<file path="config.mk">
export PLATFORM = sky130hd
export DESIGN_NAME = muldiv_unit
export DESIGN_NICKNAME = d
export VERILOG_FILES = /design/src/rtl/muldiv_pkg.sv /design/src/rtl/muldiv_abs.sv /design/src/rtl/muldiv_unit.sv
export SDC_FILE = /design/constraint.sdc
export NUM_CORES = 1
export LEC_CHECK = 0
export CORE_ASPECT_RATIO = 0.75
export CORE_MARGIN = 8
export CORE_UTILIZATION = 40
export CTS_CLUSTER_DIAMETER = 150
export DETAILED_ROUTE_END_ITERATION = 10
export GPL_TIMING_DRIVEN = 0
export PLACE_DENSITY_LB_ADDON = 0.25
export SLEW_MARGIN = 20
export SYNTH_ARGS = -nofsm -noshare
export SYNTH_HDL_FRONTEND = slang
export SYNTH_HIERARCHICAL = 1
export SYNTH_SLANG_ARGS = --single-unit
export TNS_END_PERCENT = 5
</file>
<file path="constraint.sdc">
create_clock -name clk -period 6.3 [get_ports clk]
set_input_delay 1.26 -clock clk [delete_from_list [all_inputs] [get_ports clk]]
set_output_delay 1.26 -clock clk [all_outputs]
set_load 0.005 [all_outputs]
</file>
<file path="src/rtl/muldiv_pkg.sv">
// muldiv_pkg: op encodings, FSM states and op decode helpers for the multiply/divide unit
package muldiv_pkg;
  localparam logic [1:0] OP_MULT  = 2'b00;
  localparam logic [1:0] OP_MULTU = 2'b01;
  localparam logic [1:0] OP_DIV   = 2'b10;
  localparam logic [1:0] OP_DIVU  = 2'b11;
  typedef enum logic [1:0] {ST_IDLE, ST_CALC, ST_FIX} state_e;
  function automatic logic op_signed(input logic [1:0] op);
    return (op == OP_MULT) || (op == OP_DIV);
  endfunction
  function automatic logic op_div(input logic [1:0] op);
    return (op == OP_DIV) || (op == OP_DIVU);
  endfunction
endpackage

</file>
<file path="src/rtl/muldiv_abs.sv">
// muldiv_abs: conditional two's-complement negate, used for magnitudes and sign fix-up
module muldiv_abs #(
  parameter int WIDTH = 32
) (
  input  logic [WIDTH-1:0] x,
  input  logic             neg,
  output logic [WIDTH-1:0] y
);
  assign y = neg ? -x : x;
endmodule

</file>
<file path="src/rtl/muldiv_unit.sv">
// muldiv_unit: iterative signed/unsigned multiply and divide with start/done handshake
module muldiv_unit
  import muldiv_pkg::*;
#(
  parameter int WIDTH = 32
) (
  input  logic             clk,
  input  logic             reset,
  input  logic             start,
  input  logic [1:0]       op,
  input  logic [WIDTH-1:0] a,
  input  logic [WIDTH-1:0] b,
  output logic             busy,
  output logic             done,
  output logic [WIDTH-1:0] hi,
  output logic [WIDTH-1:0] lo,
  output logic             div_zero
);
  localparam int CNT_W = $clog2(WIDTH + 1);
  state_e             state_q, state_d;
  logic [CNT_W-1:0]   cnt_q, cnt_d;
  logic [1:0]         op_q, op_d;
  logic [WIDTH-1:0]   ma_q, ma_d, mb_q, mb_d, rem_q, rem_d, hi_q, hi_d, lo_q, lo_d;
  logic [2*WIDTH-1:0] acc_q, acc_d;
  logic               sres_q, sres_d, srem_q, srem_d, dz_q, dz_d, done_q, done_d, div_zero_q, div_zero_d;
  logic               sgn_in, ge;
  logic [WIDTH-1:0]   a_mag, b_mag, quo_fix, rem_fix;
  logic [2*WIDTH-1:0] prod_fix;
  logic [WIDTH:0]     mul_sum, shifted;
  assign sgn_in = op_signed(op);
  muldiv_abs #(.WIDTH(WIDTH))   u_abs_a (.x(a), .neg(sgn_in & a[WIDTH-1]), .y(a_mag));
  muldiv_abs #(.WIDTH(WIDTH))   u_abs_b (.x(b), .neg(sgn_in & b[WIDTH-1]), .y(b_mag));
  muldiv_abs #(.WIDTH(2*WIDTH)) u_fix_p (.x(acc_q), .neg(sres_q), .y(prod_fix));
  muldiv_abs #(.WIDTH(WIDTH))   u_fix_q (.x(acc_q[WIDTH-1:0]), .neg(sres_q), .y(quo_fix));
  muldiv_abs #(.WIDTH(WIDTH))   u_fix_r (.x(rem_q), .neg(srem_q), .y(rem_fix));
  // Multiply keeps the multiplier in acc[W-1:0]; divide keeps the dividend/quotient there.
  assign mul_sum = {1'b0, acc_q[2*WIDTH-1:WIDTH]} + (acc_q[0] ? {1'b0, ma_q} : '0);
  assign shifted = {rem_q, acc_q[WIDTH-1]};
  assign ge      = shifted >= {1'b0, mb_q};
  assign busy     = state_q != ST_IDLE;
  assign done     = done_q;
  assign hi       = hi_q;
  assign lo       = lo_q;
  assign div_zero = div_zero_q;
  always_comb begin
    state_d    = state_q;
    cnt_d      = cnt_q;
    op_d       = op_q;
    ma_d       = ma_q;
    mb_d       = mb_q;
    rem_d      = rem_q;
    acc_d      = acc_q;
    sres_d     = sres_q;
    srem_d     = srem_q;
    dz_d       = dz_q;
    hi_d       = hi_q;
    lo_d       = lo_q;
    div_zero_d = div_zero_q;
    done_d     = 1'b0;
    case (state_q)
      ST_IDLE: if (start) begin
        op_d       = op;
        ma_d       = a_mag;
        mb_d       = b_mag;
        sres_d     = sgn_in & (a[WIDTH-1] ^ b[WIDTH-1]);
        srem_d     = sgn_in & a[WIDTH-1];
        div_zero_d = 1'b0;
        dz_d       = op_div(op) && (b == '0);
        rem_d      = '0;
        cnt_d      = '0;
        acc_d      = {{WIDTH{1'b0}}, op_div(op) ? a_mag : b_mag};
        state_d    = dz_d ? ST_FIX : ST_CALC;
      end
      ST_CALC: begin
        cnt_d = cnt_q + 1'b1;
        if (op_div(op_q)) begin
          rem_d = WIDTH'(ge ? shifted - {1'b0, mb_q} : shifted);
          acc_d = {acc_q[2*WIDTH-1:WIDTH], acc_q[WIDTH-2:0], ge};
        end else
          acc_d = {mul_sum, acc_q[WIDTH-1:1]};
        if (cnt_q == CNT_W'(WIDTH - 1)) state_d = ST_FIX;
      end
      ST_FIX: begin
        done_d  = 1'b1;
        state_d = ST_IDLE;
        if (dz_q) div_zero_d = 1'b1;
        else if (op_div(op_q)) {hi_d, lo_d} = {rem_fix, quo_fix};
        else {hi_d, lo_d} = prod_fix;
      end
      default: state_d = ST_IDLE;
    endcase
  end
  always_ff @(posedge clk or negedge reset) begin
    if (!reset) begin
      state_q    <= ST_IDLE;
      cnt_q      <= '0;
      op_q       <= '0;
      ma_q       <= '0;
      mb_q       <= '0;
      rem_q      <= '0;
      acc_q      <= '0;
      sres_q     <= 1'b0;
      srem_q     <= 1'b0;
      dz_q       <= 1'b0;
      hi_q       <= '0;
      lo_q       <= '0;
      done_q     <= 1'b0;
      div_zero_q <= 1'b0;
    end else begin
      state_q    <= state_d;
      cnt_q      <= cnt_d;
      op_q       <= op_d;
      ma_q       <= ma_d;
      mb_q       <= mb_d;
      rem_q      <= rem_d;
      acc_q      <= acc_d;
      sres_q     <= sres_d;
      srem_q     <= srem_d;
      dz_q       <= dz_d;
      hi_q       <= hi_d;
      lo_q       <= lo_d;
      done_q     <= done_d;
      div_zero_q <= div_zero_d;
    end
  end
endmodule

</file>
* After elaboration in Yosys (flattened, before gate mapping) *
Index checks and enable logic that the tools add are counted.
Widths: inputs -> output; s select.

word-level totals
  input bits = 69
  register bits after elaboration = 239
  logic and storage cells = 84

operators by class
  mux-type cells = 26
  eq/ne operators = 12
  reduce and logical (&&, ||, !) cells = 17
  bitwise logic cells = 5
  add/subtract/negate cells = 8
  $lt $le $gt $ge = 1

operator list
  kind                 number
  $mux 32              11
  $mux 64              3
  $neg 32->32          4
  $pmux 64 s2          1
  $neg 64->64          1
  $pmux 32 s2          1
  $add 32x32->33       1
  $ge 33x32->1         1
  $logic_not 32->1     1
  $sub 32x32->32       1
  $pmux 6 s2           1
  $eq 2x2->1 const B   5
  $ne 2x2->1 const B   5
  $reduce_and 3->1     3
  $reduce_and 2->1     4
  $add 6x1->6 const B  1
  $eq 6x5->1 const B   1
  $mux 2               3
  $mux 6               1
  $reduce_bool 2->1    3
  $logic_not 2->1      2
  $pmux 2 s2           1
  $and 1x1->1          3
  $logic_or 1x1->1     3
  other kinds (6)      8

* Logic depth before layout (Yosys ltp) *
  word-level depth = 7
  depth in mapped cells = 14
  gate-level depth less buffers = 13

* Modules after synthesis *
Netlist, hierarchy kept.

modules (own cells, without submodules)
  module                    instances  area each (um2)  cells an instance
  muldiv_unit               1          14149.8          1574
  muldiv_abs (u_abs_a ...)  4          767.0            108
  muldiv_abs (u_fix_p)      1          1539.0           209

* Worst setup path after synthesis *
OpenSTA, ideal clock, no wires.

  path type = input -> register
  start = input port a[14]
  end = register acc_q[30]
  arrival time = 3.324 ns
  data required time = 6.217 ns
  slack = 2.894 ns
  cell stages on the path = 9
  cell sequence = or4_4 > or4_4 > buf_6 > or3_1 > o311ai_1 > mux2i_1 > nand2_1 > o211ai_1 > o21ai_0

on the way
  cells in the longest elaborated chain, start to end = 5

ends and longest elaborated chain
  item                  line                text
  start, declared       muldiv_unit.sv:11   input logic [WIDTH-1:0] a,
  $neg 32->32           muldiv_abs.sv:9     assign y = neg ? -x : x;
  $mux 32               muldiv_abs.sv:9
  net a_mag[30]         muldiv_unit.sv:27   logic [WIDTH-1:0] a_mag, b_mag, quo_fix, rem_fix;
  $mux 32               muldiv_unit.sv:71   acc_d = {{WIDTH{1'b0}}, op_div(op) ? a_mag : b_mag};
  $mux 64               muldiv_unit.sv:61   ST_IDLE: if (start) begin
  $pmux 64 s2           muldiv_unit.sv:60   case (state_q)
  end signal, assigned  muldiv_unit.sv:101  acc_q <= '0;
  end signal, assigned  muldiv_unit.sv:116  acc_q <= acc_d;
  end, declared         muldiv_unit.sv:24   logic [2*WIDTH-1:0] acc_q, acc_d;

The timed path passes the listed nets, and every way through them passes these cells. The select of a mux whose other input is x is not followed.
A chain may end at the register's enable or synchronous reset.

* Worst setup path after layout *
  start = input port a[7]
  end = register acc_q[21]

Same word-level chain as after synthesis.

==> impl_metrics.tcl <==
set metrics [dict create \
    port_buffers 134 \
    syn_avg_cell_area_um2 8.47 \
    path_max_fanout 10 \
    dpl.hpwl_um 55800 \
    first_global_vias 16900 \
    max_cap_viol_count 0 \
    path_class "in2reg" \
    wl_met1_um 33800 \
    holdWs_ps 476 \
    setup_tns_ps 0 \
    cp-start-kind "primary input" \
    htree_levels 1 \
    final_hold_viol_count 0 \
    grt_setup_unrepaired "no" \
    yosys-mux-area-fraction_pct 7.26 \
    required_ps 6730 \
    pre_cts_slack_ps 1870 \
    clock-sinks 238 \
    synthCells 2215 \
    hold_class "reg2reg" \
    via_per_inst 5.89 \
    fin_crit_ps 3980 \
    post_dp_cell_area_um2 20900 \
    cp.arrival_ps 4410 \
    routed_wl_um 69400 \
    drt_first_pass_iters 6 \
    cp-end-kind "flop" \
    gr-total-overflow 0 \
    slew_viol_final 0 \
    ys_types 87 \
    hold_buffers 0 \
    relSlewSlack_pct 26.5 \
    synth_edf_count 0 \
    place_congestion 0.966 \
    layout.cells.most_common "nand2_1" \
    p_leak_nw 8.85 \
    num_vias 17900 \
    post_cts_buffers 0 \
    final_antenna_net_count 0 \
    clockBufferDepth 3 \
    min_period_over_period_pct 63.2 \
    nets 2521 \
    cts-root-buf "clkbuf_16" \
    die_width_um 266 \
    cts_resized 0 \
    grt_usage_pct 24.8 \
    cts_tree "done" \
    grt_antenna_before_repair 0 \
    top_layer "met4" \
    synth_flop_cell "dfrtp_1" \
    setup_violations 0 \
    worst_skew_pair.late_latency_ps 570 \
    peakVddDrop_mv 0.194 \
    worstMarginPinSlew_ps 1090 \
    syn_area_um2 18800 \
    fill_cells 4522 \
    clkSlewWorstSetupHoldPaths_ps 60 \
    grt_max_degree 90 \
    coreArea_um2 46100 \
    synthArstFlopShare_pct 100 \
    synth_top_family_by_area "compound AO/OA/AOI/OAI gates" \
    yosysWarnings 6 \
    finClkSkew_ps 22.8 \
    synth_compound_area_share_pct 20.9 \
    design_area_um2 21900 \
    drive_above_1_share_pct 5.83 \
    synth_xor_area_share_pct 10.7 \
    setup_ws_ps 2320 \
    areaGrowthSynthToFinish_pct 16.6 \
    rows 68 \
    layout_common_cells "318 x nand2_1, 238 x dfrtp_1, 202 x xnor2_1" \
    top_level_ports 136 \
    synth_simple_gate_area_share_pct 19.8 \
    wl_met3_um 6710 \
    dieArea_um2 54100 \
    cts_inserted_buffers 27 \
    grt_pass1_wl_um 105000 \
    fmax_mhz 251 \
    initial_utilization_pct 40.7 \
    syn_nets 2356 \
    ys_ff_latch 238 \
    outcome "complete, no violations" \
    synthAdderAreaFrac_pct 4.88 \
    fp.dieH_um 204 \
    wl_met2_um 26900 \
    drtIter0Drc 2029 \
    drcViolationCount 0 \
    power_density_nw_per_um2 157 \
    power_w 0.00343 \
    synth_seq_area_share_pct 31.8 \
    wl_per_cell_um 22.9 \
]
## synth_stat cells (all sizes together) (5+ instances only)
cell type,instances,share of area [%]
and2,38,1.3
or4,30,1.4
a22o,16,0.75
nor2,129,2.6
a21o,15,0.61
nor4,27,1.1
a211oi,11,0.52
ha,70,4.7
o311ai,5,0.23
or2,7,0.23
a31oi,6,0.23
xor2,28,1.3
inv,70,1.4
o21ai,206,5.5
nand3b,8,0.32
o211ai,42,1.7
clkbuf,90,1.8
mux2i,135,7.2
o41ai,57,3.2
buf,36,1.4
or3,23,0.79
o31ai,64,2.6
nand2,320,6.4
nand2b,31,1.0
o21bai,5,0.20
xnor2,202,9.4
nor4b,6,0.36
nand3,38,1.2
nor2b,20,0.67
o21a,7,0.28
nor3,18,0.51
dfrtp,238,32
nand4,24,0.83
a21oi,138,3.7
and3,9,0.32
## registers in the layout (all words and copies together), names as in the netlist
| signal | flops |
|---|---|
| acc_q | 64 |
| mb_q | 32 |
| dz_q | 1 |
| op_q | 1 |
| div_zero | 1 |
| state_q | 2 |
| cnt_q | 6 |
| hi | 32 |
| done | 1 |
| srem_q | 1 |
| rem_q | 32 |
| lo | 32 |
| ma_q | 32 |
| sres_q | 1 |
## cell type report
cell class | count | area, µm² | share of cell area (%)
Buffer | 127 | 606 | 2.77
Tap cell | 630 | 788 | 3.61
Clock inverter | 14 | 160 | 0.733
Multi-Input combinational cell | 1780 | 11900 | 54.6
Clock buffer | 35 | 746 | 3.41
Antenna cell | 1 | 2.50 | 0.0114
Sequential cell | 238 | 5960 | 27.2
Timing Repair Buffer | 136 | 1400 | 6.41
Inverter | 70 | 263 | 1.20
## metal layers
metal	vias to the layer above	global-route usage [%]
met1	8652	38.9
met4	0	7.14
met5	-	0
met3	119	5.02
li1	8318	-
met2	776	33.3
## worst max-delay path, stage by stage
cell             delay (ps)
clkdlybuf4s50_1         500
nor4_1                  950
nand4b_1                280
clkbuf_1                350
o41ai_1                 460
xnor2_1                 170
mux2i_1                 160
nand2_1                  70
o211ai_1                100
o21ai_0                 110
## cell families (layout without fill, tap and decap cells)
| kind of cell | after synthesis | count (layout) |
|---|---|---|
| AOI/OAI and AO/OA | 601 | 601 |
| xor gates and xnor gates | 230 | 230 |
| adders and majority gates | 72 | 72 |
| buffers and inverters | 197 | 382 |
| DFF | 238 | 238 |
| muxes | 136 | 136 |
| other | 0 | 1 |
| and+or+nand+nor | 741 | 741 |
## through the flow
stage	instances	utilization, %
global route	3030	47.4
floorplan	2215	-
detailed placement	2981	45.4
CTS	3030	47.4
global placement	2979	45.3
finish	3031	47.4
## report_power, final
group          internal, W  switching, W  leakage (nW)
Clock             0.000957      0.000694         0.441
Combinational    0.0000957      0.000154          5.41
Sequential         0.00153             0          3.00
Total              0.00258      0.000848          8.85
## final timing paths
| kind | start | end | slack [ps] | depth (start not counted) |
|---|---|---|---|---|
| setup reg to reg | acc_q[0] | acc_q[59] | 2340 | 14 |
| max in group asynchronous | reset | rem_q[28] | 4400 | 3 |
| hold reg to reg | ma_q[2] | ma_q[2] | 480 | 2 |
| min in group asynchronous | reset | lo[16] | 610 | 1 |
| hold / removal | ma_q[2] | ma_q[2] | 480 | 2 |
| setup / recovery | a[7] | acc_q[21] | 2320 | 10 |
(Power assumes the default switching activity.)
